**src/rtl/rule_serializer_if.sv**
```systemverilog
// Stream bundle between the port-group stage, rule_serializer and the report path.
// slave = serializer view, master = upstream/downstream neighbours view.
package rule_serializer_pkg;
    typedef logic [63:0] metadata_t;
endpackage

interface rule_serializer_if;
    import rule_serializer_pkg::*;

    logic            in_match_sop;
    logic            in_match_eop;
    logic [511:0]    in_match_data;
    logic [5:0]      in_match_empty;
    logic            in_match_valid;
    logic            in_match_ready;
    logic            in_meta_valid;
    metadata_t       in_meta_data;
    logic            in_meta_ready;
    logic            out_rule_valid;
    logic [15:0]     out_rule_data;
    logic            out_rule_ready;
    logic            out_meta_valid;
    metadata_t       out_meta_data;
    logic [15:0]     out_meta_rule_cnt;
    logic            out_meta_ready;
    logic [31:0]     pkt_cnt;
    logic [31:0]     rule_cnt;

    modport slave (
        input  in_match_sop, in_match_eop, in_match_data, in_match_empty, in_match_valid,
        output in_match_ready,
        input  in_meta_valid, in_meta_data,
        output in_meta_ready,
        output out_rule_valid, out_rule_data,
        input  out_rule_ready,
        output out_meta_valid, out_meta_data, out_meta_rule_cnt,
        input  out_meta_ready,
        output pkt_cnt, rule_cnt
    );

    modport master (
        output in_match_sop, in_match_eop, in_match_data, in_match_empty, in_match_valid,
        input  in_match_ready,
        output in_meta_valid, in_meta_data,
        input  in_meta_ready,
        input  out_rule_valid, out_rule_data,
        output out_rule_ready,
        input  out_meta_valid, out_meta_data, out_meta_rule_cnt,
        output out_meta_ready,
        input  pkt_cnt, rule_cnt
    );
endinterface

```
**src/rtl/rule_serializer.sv**
```systemverilog
// Drops empty lanes of the 512-bit match stream and emits surviving rule IDs one per
// cycle, followed by the packet metadata tagged with its rule count.
//
// state | meaning
// IDLE  | waiting for packet metadata
// BEAT  | waiting for the next match beat
// SCAN  | emitting buffered rule IDs, lowest lane first
// META  | presenting the per-packet record
module rule_serializer #(
    parameter int RULE_AWIDTH = 13,
    parameter int LANES       = 32
) (
    input logic          clk,
    input logic          rst,
    rule_serializer_if.slave bus
);
    import rule_serializer_pkg::*;

    localparam int SEL_W = $clog2(LANES);
    localparam int HI_W  = 16 - RULE_AWIDTH;

    typedef enum logic [1:0] {IDLE, BEAT, SCAN, META} state_t;

    state_t                               state;
    logic                                 run;
    logic [LANES-1:0][RULE_AWIDTH-1:0]    lane_buf;
    logic [LANES-1:0]                     mask;
    logic [LANES-1:0]                     beat_mask;
    logic [LANES-1:0]                     mask_rest;
    logic                                 eop_q;
    metadata_t                            meta_q;
    logic [15:0]                          cnt_q;
    logic [31:0]                          pkt_q;
    logic [31:0]                          rule_q;
    logic [SEL_W-1:0]                     sel;
    logic [LANES*HI_W-1:0]                unused_hi;
    logic                                 unused_ok;

    always_comb begin
        beat_mask = '0;
        unused_hi = '0;
        for (int i = 0; i < LANES; i++) begin
            beat_mask[i] = |bus.in_match_data[16*i +: RULE_AWIDTH];
            unused_hi[i*HI_W +: HI_W] = bus.in_match_data[16*i+RULE_AWIDTH +: HI_W];
        end
    end

    assign unused_ok = ^{unused_hi, bus.in_match_sop, bus.in_match_empty};

    always_comb begin
        sel = '0;
        for (int i = LANES - 1; i >= 0; i--) begin
            if (mask[i]) sel = SEL_W'(i);
        end
    end

    // Clearing the lowest set bit; an all-zero remainder means the beat is drained.
    assign mask_rest = mask & (mask - LANES'(1));

    always_ff @(posedge clk or negedge rst) begin
        if (!rst) begin
            state    <= IDLE;
            run      <= 1'b0;
            lane_buf <= '0;
            mask     <= '0;
            eop_q    <= 1'b0;
            meta_q   <= '0;
            cnt_q    <= '0;
            pkt_q    <= '0;
            rule_q   <= '0;
        end else begin
            run <= 1'b1;
            case (state)
                IDLE: begin
                    if (bus.in_meta_valid && run) begin
                        meta_q <= bus.in_meta_data;
                        cnt_q  <= '0;
                        state  <= BEAT;
                    end
                end
                BEAT: begin
                    if (bus.in_match_valid) begin
                        for (int i = 0; i < LANES; i++)
                            lane_buf[i] <= bus.in_match_data[16*i +: RULE_AWIDTH];
                        mask  <= beat_mask;
                        eop_q <= bus.in_match_eop;
                        if (beat_mask != '0)      state <= SCAN;
                        else if (bus.in_match_eop) state <= META;
                    end
                end
                SCAN: begin
                    if (bus.out_rule_ready) begin
                        mask   <= mask_rest;
                        cnt_q  <= (cnt_q == 16'hFFFF) ? cnt_q : cnt_q + 16'd1;
                        rule_q <= rule_q + 32'd1;
                        if (mask_rest == '0) state <= eop_q ? META : BEAT;
                    end
                end
                META: begin
                    if (bus.out_meta_ready) begin
                        pkt_q <= pkt_q + 32'd1;
                        state <= IDLE;
                    end
                end
                default: state <= IDLE;
            endcase
        end
    end

    assign bus.in_meta_ready     = (state == IDLE) && run;
    assign bus.in_match_ready    = (state == BEAT);
    assign bus.out_rule_valid    = (state == SCAN);
    assign bus.out_rule_data     = (state == SCAN) ? 16'(lane_buf[sel]) : 16'd0;
    assign bus.out_meta_valid    = (state == META);
    assign bus.out_meta_data     = meta_q;
    assign bus.out_meta_rule_cnt = cnt_q;
    assign bus.pkt_cnt           = pkt_q;
    assign bus.rule_cnt          = rule_q;
endmodule
```
**src/flat_wrapper.sv**
```systemverilog
// flat-port wrapper written by rule: the top's interface ports become plain ports
module rule_serializer_flat import rule_serializer_pkg::*;
#(
    parameter int RULE_AWIDTH = 13,
    parameter int LANES       = 32
)
  (clk, rst, bus_in_match_sop, bus_in_match_eop, bus_in_match_data, bus_in_match_empty, bus_in_match_valid, bus_in_match_ready, bus_in_meta_valid, bus_in_meta_data, bus_in_meta_ready, bus_out_rule_valid, bus_out_rule_data, bus_out_rule_ready, bus_out_meta_valid, bus_out_meta_data, bus_out_meta_rule_cnt, bus_out_meta_ready, bus_pkt_cnt, bus_rule_cnt);
  rule_serializer_if bus_i ();
  input logic clk;
  input logic rst;
  input wire logic [$bits(bus_i.in_match_sop)-1:0] bus_in_match_sop;
  input wire logic [$bits(bus_i.in_match_eop)-1:0] bus_in_match_eop;
  input wire logic [$bits(bus_i.in_match_data)-1:0] bus_in_match_data;
  input wire logic [$bits(bus_i.in_match_empty)-1:0] bus_in_match_empty;
  input wire logic [$bits(bus_i.in_match_valid)-1:0] bus_in_match_valid;
  output wire logic [$bits(bus_i.in_match_ready)-1:0] bus_in_match_ready;
  input wire logic [$bits(bus_i.in_meta_valid)-1:0] bus_in_meta_valid;
  input wire logic [$bits(bus_i.in_meta_data)-1:0] bus_in_meta_data;
  output wire logic [$bits(bus_i.in_meta_ready)-1:0] bus_in_meta_ready;
  output wire logic [$bits(bus_i.out_rule_valid)-1:0] bus_out_rule_valid;
  output wire logic [$bits(bus_i.out_rule_data)-1:0] bus_out_rule_data;
  input wire logic [$bits(bus_i.out_rule_ready)-1:0] bus_out_rule_ready;
  output wire logic [$bits(bus_i.out_meta_valid)-1:0] bus_out_meta_valid;
  output wire logic [$bits(bus_i.out_meta_data)-1:0] bus_out_meta_data;
  output wire logic [$bits(bus_i.out_meta_rule_cnt)-1:0] bus_out_meta_rule_cnt;
  input wire logic [$bits(bus_i.out_meta_ready)-1:0] bus_out_meta_ready;
  output wire logic [$bits(bus_i.pkt_cnt)-1:0] bus_pkt_cnt;
  output wire logic [$bits(bus_i.rule_cnt)-1:0] bus_rule_cnt;
  assign bus_i.in_match_sop = bus_in_match_sop;
  assign bus_i.in_match_eop = bus_in_match_eop;
  assign bus_i.in_match_data = bus_in_match_data;
  assign bus_i.in_match_empty = bus_in_match_empty;
  assign bus_i.in_match_valid = bus_in_match_valid;
  assign bus_in_match_ready = bus_i.in_match_ready;
  assign bus_i.in_meta_valid = bus_in_meta_valid;
  assign bus_i.in_meta_data = bus_in_meta_data;
  assign bus_in_meta_ready = bus_i.in_meta_ready;
  assign bus_out_rule_valid = bus_i.out_rule_valid;
  assign bus_out_rule_data = bus_i.out_rule_data;
  assign bus_i.out_rule_ready = bus_out_rule_ready;
  assign bus_out_meta_valid = bus_i.out_meta_valid;
  assign bus_out_meta_data = bus_i.out_meta_data;
  assign bus_out_meta_rule_cnt = bus_i.out_meta_rule_cnt;
  assign bus_i.out_meta_ready = bus_out_meta_ready;
  assign bus_pkt_cnt = bus_i.pkt_cnt;
  assign bus_rule_cnt = bus_i.rule_cnt;
  rule_serializer #(.RULE_AWIDTH(RULE_AWIDTH), .LANES(LANES)) u_core (.clk(clk), .rst(rst), .bus(bus_i));
endmodule
```
**config.mk**
```make
export PLATFORM = sky130hd
export DESIGN_NAME = rule_serializer_flat
export DESIGN_NICKNAME = d
export VERILOG_FILES = /design/src/rtl/rule_serializer_if.sv /design/src/rtl/rule_serializer.sv /design/src/flat_wrapper.sv
export SDC_FILE = /design/constraint.sdc
export NUM_CORES = 1
export LEC_CHECK = 0
export CAP_MARGIN = 20
export CORE_AREA = 2 2 347 349
export DETAILED_ROUTE_END_ITERATION = 7
export DIE_AREA = 0 0 349 351
export PLACE_DENSITY = 0.47
export SYNTH_ARGS = -nofsm -noshare
export SYNTH_HDL_FRONTEND = slang
export SYNTH_SLANG_ARGS = --single-unit
export TNS_END_PERCENT = 50
```
**constraint.sdc**
```tcl
create_clock -name clk -period 3.5 [get_ports clk]
set_input_delay 0.7 -clock clk [delete_from_list [all_inputs] [get_ports clk]]
set_output_delay 0.7 -clock clk [all_outputs]
set_load 0.005 [all_outputs]
```
==> metrics.txt <==
outcome complete, but fails checks; failing checks setup timing; Avg Synthesized Cell Area 8.87 um2; count of mapped cells out of synthesis 3332; gr usage total 0.215; final design utilization 0.372; Logic pwr share 0.533; clock latency at the later pin of the worst-skew pair 0.66 ns; Critical Path Start Type register; top fanout value on the critical path 13; distinct cell type count of the synthesized netlist 72; wire length of the first global-routing pass 195000 um; Main synth FF type dfrtp_1; Worst-path clk slew 0.06 ns; total number of vias 28100; ratio of total power to cell area 956 nW/um2; commonest cells after routing, fill and taps aside nand2_1 (1350), clkdlybuf4s50_1 (633), dfrtp_1 (595), buf_4 (300), mux2i_1 (175); part of the power in registers 0.277; DR vias/cell 4.80; path type of the worst min-delay path primary input to asynchronous set/reset pin; num ports 754; total overflow reported by the global router 0; most common cell after layout, fill and taps aside nand2_1; post-synthesis instance area 29600 um2; final hold vios 0; flip-flop and latch count after synthesis 596; CTS Hold Bufs 0; biggest cell delay along the critical path 0.42 ns; core footprint 119000 um2; via count of the first global-routing pass 28000; highest achievable clock rate 207 MHz; switching power as a share of total power 0.396; clock net sink count 596; final setup violation count 13; power share of the clock group 0.190; clock root cell clkbuf_16; measured slew at the worst slew-check pin 1.02 ns; Area growth syn-to-layout 49.8%; Setup Total Neg Slack -16.17 ns; CTS H-tree lvls 3; final period utilization 1.38; Total Routed Length 135000 um; die width 349 um; Critical-path top delay cell or3_4; proportion of register bits with asynchronous set or reset after synthesis 1.00; Clock Tree Buf Depth 3; class of the most critical setup path register to primary output; Initial DRC Count 2247; starting density of the core 0.248; worst voltage drop across the vdd grid 397 uV; warning count from the yosys run 0; fraction of the yosys area taken by sequential cells 0.505; Final HPWL DP 104000 um; row cnt 127; Lkg Pwr 0.0205 uW; number of synthesized flops with an enable pin 0; crit path capture type primary output; largest net degree at the start of global routing 162; number of buffers added by the clock tree synthesis step 75; data required time of the worst path 2.80 ns; routability-driven placement congestion ratio 0.928; max-cap check violation count 0; ordered cell list for the critical path or3_4 -> a221oi_4 -> o21ai_2 -> a211oi_4 -> buf_6 -> buf_6 -> buf_12 -> buf_12 -> buf_12 -> buf_16 -> mux2i_1 -> mux2i_1 -> mux2i_1 -> o211ai_1 -> buf_2; pins over their slew limit 0; share of post-route cells with drive strength above 1 0.189; total net switching power 16800 uW; length of the first detailed-routing pass in iterations 5; placed cell area 40200 um2; worst slack, placed -1.65 ns; filler cell count 12100; vertical die dimension 351 um; antenna-violating nets left 0; arrival time of data at the critical path endpoint 4.12 ns; antenna violations before repair 15; minimum period implied by the final worst setup slack 4.82 ns; number of input and output port buffers inserted 647; final standard cell area without fillers 44300 um2; number of nets at the end of the flow 4834; Worst slew margin 0.322; unrepaired setup endpoints after global routing true; worst-case setup margin in the final layout -1.32 ns; Internal 25600 uW; DRC errors left 0; clk_skew 0.0249 ns; routed wire length per instance 23.1 um; TritonCTS clock tree yes; Total Die Area 122000 um2; Power, Total 42300 uW
## critical path: cells and delay by family, from the launching register on
kind                   cells  cell delay, ns
DFF                        1            0.39
muxes                      3            0.70
and+or+nand+nor            1            0.42
AOI/OAI and AO/OA          4            0.90
buffers and inverters      7            1.04
## layout make-up
cell class	instances	area (um2)	share of cell area
timing repair buffer	1029	10100	0.229
antenna	5	12.5	0.000283
clock buffer	105	2220	0.0502
sequential	596	14900	0.337
inverter	16	60.1	0.00136
clock inverter	26	308	0.00695
tap	1548	1940	0.0437
multi-input combinational	2523	14700	0.332
## flip-flops by register name (all words and copies together), names as in the netlist, 2 cells and up
signal and count:
u_core.lane_buf 416, u_core.bus.out_meta_data 64, u_core.bus.pkt_cnt 32, u_core.bus.rule_cnt 32, u_core.mask 32, u_core.bus.out_meta_rule_cnt 16, u_core.state 2
## cell families after synthesis
family | after synthesis | share of synthesized area
mux | 261 | 0.0912
simple gates | 1891 | 0.278
fa+ha+maj | 3 | 0.00127
compound gates | 291 | 0.0712
other cells | 2 | 0.000254
xor+xnor | 73 | 0.0216
flops | 596 | 0.505
buf+inv | 215 | 0.0313
## per-layer routing
layer	GRT usage	wire [um]	up-vias
met1	0.300	61400	13800
met2	0.335	61700	920
li1	-	-	13100
met4	0.0733	3960	12
met3	0.0360	8110	162
met5	0	86	-
## synth_stat cells (23+ instances only)
library cell	n	area (um2)
a211oi_1	35	263
a21oi_1	39	195
a221oi_1	38	333
a22o_1	23	201
and4_1	40	350
clkbuf_1	155	582
dfrtp_1	596	14900
mux2_2	66	743
mux2i_1	195	1950
nand2_1	1352	5070
nand3_1	44	220
nand4_1	50	313
nor2_1	112	420
nor3_1	53	265
nor4_1	78	488
o21ai_0	56	280
or2_2	96	601
xnor2_1	46	403
xor2_1	27	236
## stage by stage
step | hold slack (ns) | std cells
after floorplan | 0.404 | 3334
after global routing | 0.110 | 5847
after CTS | 0.0791 | 5821
final | 0.0847 | 5848
after detailed placement | 0.455 | 5666
after global placement | 0.452 | 5664
## power groups by stage
stage               logic [uW]  registers [uW]  clock network, uW
floorplan                 9750           11000                  0
global placement         19000           11700                  0
detailed placement       19100           11700                  0
CTS                      21400           11700               8270
global route             24200           12000               8540
finish                   22600           11700               8060
## what timing repair did
action                                  in CTS  in global routing
pin swaps                                   49                 17
gates cloned                                 6                  4
resized for setup                          199                 44
endpoints found under the setup margin      13                 15
buffers inserted                            22                 20
## path summary, 6_finish.rpt
path	startpoint	endpoint	slack, ns	cells past startpoint
worst max-delay path	u_core.mask[18]	bus_out_rule_data[3]	-1.32	15
worst min-delay path	rst	u_core.lane_buf[198]	0.08	1
worst max register to register	u_core.mask[7]	u_core.state[1]	0.25	13
worst min register to register	u_core.lane_buf[149]	u_core.lane_buf[149]	0.46	2
max in group asynchronous	rst	u_core.lane_buf[199]	2.50	2
min in group clk	u_core.lane_buf[149]	u_core.lane_buf[149]	0.46	2
Note: power is estimated with default switching activity, not from simulation.
